**config.mk**
```make
export PLATFORM = sky130hd
export DESIGN_NAME = rsp_encoder
export DESIGN_NICKNAME = d
export VERILOG_FILES = /design/src/rtl/rsp_encoder.sv
export SDC_FILE = /design/constraint.sdc
export NUM_CORES = 1
export LEC_CHECK = 0
export BUFFER_PORTS_ARGS = -buffer_cell sky130_fd_sc_hd__buf_2
export CORE_UTILIZATION = 55
export DETAILED_ROUTE_END_ITERATION = 6
export GPL_ROUTABILITY_DRIVEN = 0
export MAX_ROUTING_LAYER = met4
export PLACE_DENSITY = 0.88
export SLEW_MARGIN = 25
export SYNTH_ARGS = -nofsm -noshare
export SYNTH_HDL_FRONTEND = slang
export SYNTH_SLANG_ARGS = --single-unit
```
**constraint.sdc**
```tcl
create_clock -name clk -period 2.4 [get_ports clk]
set_input_delay 0.48 -clock clk [delete_from_list [all_inputs] [get_ports clk]]
set_output_delay 0.48 -clock clk [all_outputs]
set_load 0.05 [all_outputs]
```
**src/rtl/rsp_encoder.sv**
```systemverilog
// Response encoder: turns SDRAM read/write completions into ASCII frames
// ('D' + hex + EOL, 'K' + EOL) written byte-by-byte into the UART TX FIFO.
module rsp_encoder #(
    parameter int DATA_W = 16,
    parameter bit EOL_CR = 1'b1
) (
    input  logic              clk,
    input  logic              reset,
    input  logic              rd_valid,
    input  logic [DATA_W-1:0] rd_data,
    input  logic              wr_done,
    input  logic              tx_full,
    output logic [7:0]        tx_data,
    output logic              tx_wr,
    output logic              ready,
    output logic              overrun
);

    localparam int NIBS  = DATA_W / 4;
    localparam int CNT_W = (NIBS > 1) ? $clog2(NIBS) : 1;

    typedef enum logic [2:0] {
        S_IDLE,
        S_HDR,
        S_DIG,
        S_CR,
        S_LF,
        S_GAP
    } state_t;

    localparam state_t EOL_ST = EOL_CR ? S_CR : S_LF;

    state_t             state, state_d;
    state_t             ret_state, ret_state_d;   // where GAP goes next
    logic               is_read, is_read_d;
    logic [CNT_W-1:0]   cnt, cnt_d;
    logic               pending_wr, pending_wr_d;
    logic [DATA_W-1:0]  data_q, data_d;
    logic [7:0]         tx_data_d;
    logic               tx_wr_d;
    logic               overrun_d;

    logic [DATA_W-1:0]  data_sh;
    logic [3:0]         nib;

    function automatic logic [7:0] hex_char(input logic [3:0] n);
        return (n < 4'd10) ? 8'h30 + {4'h0, n} : 8'h37 + {4'h0, n};
    endfunction

    // Current nibble, MSB first.
    assign data_sh = data_q << {cnt, 2'b00};
    assign nib     = data_sh[DATA_W-1 -: 4];

    always_ff @(posedge clk) begin
        // NOTE: sequential state uses non-blocking assignments so every register
        // samples the pre-edge values, independent of statement order.
        if (reset) begin
            state      <= S_IDLE;
            ret_state  <= S_IDLE;
            is_read    <= 1'b0;
            cnt        <= '0;
            pending_wr <= 1'b0;
            data_q     <= '0;
            tx_data    <= 8'h00;
            tx_wr      <= 1'b0;
            overrun    <= 1'b0;
        end else begin
            state      <= state_d;
            ret_state  <= ret_state_d;
            is_read    <= is_read_d;
            cnt        <= cnt_d;
            pending_wr <= pending_wr_d;
            data_q     <= data_d;
            tx_data    <= tx_data_d;
            tx_wr      <= tx_wr_d;
            overrun    <= overrun_d;
        end
    end

    always_comb begin
        // NOTE: every output of this block gets a default first, so no path
        // can leave a signal unassigned and infer a latch.
        state_d      = state;
        ret_state_d  = ret_state;
        is_read_d    = is_read;
        cnt_d        = cnt;
        pending_wr_d = pending_wr;
        data_d       = data_q;
        tx_data_d    = tx_data;
        tx_wr_d      = 1'b0;
        overrun_d    = overrun;

        case (state)
            S_IDLE: begin
                if (rd_valid) begin
                    data_d       = rd_data;
                    is_read_d    = 1'b1;
                    state_d      = S_HDR;
                    pending_wr_d = pending_wr | wr_done;
                    if (wr_done && pending_wr) overrun_d = 1'b1;
                end else if (pending_wr || wr_done) begin
                    is_read_d    = 1'b0;
                    state_d      = S_HDR;
                    pending_wr_d = pending_wr & wr_done;
                end
            end
            S_HDR: begin
                if (!tx_full) begin
                    tx_data_d   = is_read ? 8'h44 : 8'h4B;
                    tx_wr_d     = 1'b1;
                    cnt_d       = '0;
                    ret_state_d = is_read ? S_DIG : EOL_ST;
                    state_d     = S_GAP;
                end
            end
            S_DIG: begin
                if (!tx_full) begin
                    tx_data_d = hex_char(nib);
                    tx_wr_d   = 1'b1;
                    state_d   = S_GAP;
                    if (cnt == CNT_W'(NIBS - 1)) begin
                        ret_state_d = EOL_ST;
                    end else begin
                        ret_state_d = S_DIG;
                        cnt_d       = cnt + 1'b1;
                    end
                end
            end
            S_CR: begin
                if (!tx_full) begin
                    tx_data_d   = 8'h0D;
                    tx_wr_d     = 1'b1;
                    ret_state_d = S_LF;
                    state_d     = S_GAP;
                end
            end
            S_LF: begin
                if (!tx_full) begin
                    tx_data_d   = 8'h0A;
                    tx_wr_d     = 1'b1;
                    ret_state_d = S_IDLE;
                    state_d     = S_GAP;
                end
            end
            S_GAP: begin
                if (ret_state != S_IDLE) begin
                    state_d = ret_state;
                end else if (pending_wr) begin
                    pending_wr_d = 1'b0;
                    is_read_d    = 1'b0;
                    state_d      = S_HDR;
                end else begin
                    state_d = S_IDLE;
                end
            end
            default: state_d = S_IDLE;
        endcase

        // Completions arriving mid-frame: one write may queue, the rest is lost.
        if (state != S_IDLE) begin
            if (rd_valid) overrun_d = 1'b1;
            if (wr_done) begin
                if (pending_wr) overrun_d    = 1'b1;
                else            pending_wr_d = 1'b1;
            end
        end
    end

    assign ready = !reset && (state == S_IDLE) && !pending_wr;

endmodule

```
==> results.ini <==
[job]
cap_violations = 0

[global_routing]
antenna_found_initial = 0
grt_max_degree = 22
grt_pass1_vias = 1486
grt_pass1_wl_um = 6437
track_usage_pct = 25.64
grt_overflow = 0

[floorplan]
core_um2 = 3053
start_util_pct = 58.24
ios = 32
rows = 20
die_h_um = 58.86
die-area_um2 = 3464
die_x_um = 58.86

[routing]
drt-initial-drc-count = 68
vias_per_cell = 5.677
wl_per_cell_um = 13.17
detail-route-antenna-nets = 0
post-route-drc-count = 0
via_count = 1635
dr.pass1.iters = 4
routed_wirelength_um = 3794

[sta]
worstMarginPinSlew_ns = 0.6391
finalCriticalPeriod_ns = 2.225
layout_worst_path_cycle_share_pct = 92.71
fmax_ghz = 0.4494
hold_violations = 0
slew_violations = 0
rsz0062_at_grt = no
fin_tns_setup_ns = 0
finClkSkew_ns = 0.01693
maxSlewHeadroom_pct = 57.06
setup_viol = 0

[setup_path]
path_class = register to output port
crit-reg2reg-capture = tx_data[1]
reg2reg_setup_slack_ns = 0.38
reg2reg_depth = 5
critPathLaunchType = register
cp.required_ns = 1.92
endpoint_kind = output port
rr_startpoint = cnt[1]
cp.arrival_ns = 1.74
critPathMaxFanout = 17

[placed_design]
placed_area_um2 = 1923
placed_cells = 280
portBuffers = 30
dp_hpwl_um = 2725

[cells_and_area]
syn_to_final_growth_pct = 12.24
fin_cells = 288
drive_gt1_share_pct = 19.67
n_fill_cell = 294
final_common_cell = nand2_1
seqCellArea_um2 = 700.7
final_cell_mix = nand2_1, dfxtp_1, a21oi_1, buf_2, nor2_1
multi_input_area_um2 = 975.9
antennaDiodeCount = 0
fin_area_um2 = 1996
nets = 266

[clock_tree]
cts_tree = built
clk_latency_ns = 0.35
cts_buffer_depth = 2
cts_resized = 0
htree_levels = 2
numCtsBuffers = 5
cts_root_buf = clkbuf_4
cts_setup_buffers = 0
path_clk_slew_ns = 0.11
postCtsHoldBufs = 0
clock-sinks = 35

[synthesis]
yosys_warnings = 0
yosys.area.top_type_share_pct = 39.41
netlist_instances = 220
synth_edf_count = 0
syn_avg_cell_area_um2 = 8.082
synth_area_leaders = dfxtp_1, a21oi_1, nand2_1
synth.cell_area_um2 = 1778
async_reset_ff_share_pct = 0
synth.area.mux_share_pct = 5.841
synth_top_family_by_area = simple AND/OR/NAND/NOR gates
ys_ff_latch = 35
ys_types = 51
synth_adder_area_share_pct = 1.407
synth_seq_area_share_pct = 39.41
synthFlopType = dfxtp_1
yosys.area.top_type = dfxtp_1
synth_xor_area_share_pct = 0
synth_nets = 243
synth-simple-area-share_pct = 25.12
synth_compound_area_share_pct = 22.31

[hold_path]
hp-start = rd_data[3]
hold_end = data_q[3]
hold_depth = 3
hold_class = input port to register

[run_status]
status = finished, final reports clean

[power]
p_leak_nw = 0.7809
vdd_drop_max_v = 0.0004488
powerDensity_nw_per_um2 = 637.1

area by class of cell:
cell class                 instances  share of cell area, %
clock buffer                       7                  3.260
clock inverter                     1                 0.3762
inverter                           7                  1.317
multi-input combinational        162                  48.90
sequential                        35                  35.11
tap                               44                  2.759
timing repair buffer              32                  8.276
sequential cells by signal, summed over array words and instances, names as in the netlist, named ones only:
signal and flops:
ret_state 3, tx_data 7, state 3, pending_wr 1
is_read 1, cnt 2, data_q 16, tx_wr 1
synthesized netlist by cell type, types with 2 or more instances:
cell       count
a211oi_1       2
nor3b_1        4
buf_1          2
o21bai_1       2
nand3_1        5
nor2_1        17
o211ai_1       2
o21ai_0       10
buf_2          3
and3_1         2
o2111ai_1      2
nor2b_1        3
nor3_1         5
o31ai_1        2
ha_1           2
dfxtp_1       35
o21a_1         2
nand2b_1       4
nand2_1       37
a21oi_1       30
clkbuf_1       9
mux4_2         3
inv_1          7
a22oi_1        2
and2_1         2
through the flow:
stage          hold slack, ns  util (%)  worst slack (ns)  total power [mW]
2_1_floorplan          0.4315         -           0.02676            0.8484
3_3_place_gp           0.4440     62.99            0.4412            0.9054
3_5_place_dp           0.4540     62.99            0.4035            0.9117
4_1_cts                0.3579     65.37            0.1701             1.274
5_1_grt                0.3502     65.37           0.02067             1.331
6_report               0.3576     65.37            0.1750             1.271
cells by family after synthesis:
| group | Yosys count |
|---|---|
| mux | 5 |
| buf+inv | 23 |
| flops | 35 |
| other cells | 1 |
| compound gates | 64 |
| fa+ha+maj | 2 |
| simple gates | 90 |
routing by layer:
layer	global-route usage (%)	vias to the layer above	part of all wire, %
li1	-	826	-
met4	10.54	0	1.7
met1	32.03	761	46
met2	40.42	43	49
met3	5.275	5	4.0
met5	-	-	0
worst max path at each step:
stage                       endpoint      from
after floorplan                ready  state[0]
after global placement    tx_data[1]    cnt[1]
after detailed placement  tx_data[1]    cnt[1]
after CTS                      ready  state[0]
after global routing           ready  state[0]
final                          ready  state[0]
power by group:
group          switching [mW]  internal, mW  leakage [nW]
Clock                   0.201         0.171        0.0375
Combinational           0.160        0.0868         0.457
Sequential             0.0345         0.618         0.287
worst max-delay path, cell delays in order (launching register included):
cell and delay (ns):
dfxtp_1 0.51, nor3_4 0.40, nor3b_1 0.21, buf_2 0.28
No activity file was read; power rests on OpenSTA's default activity.
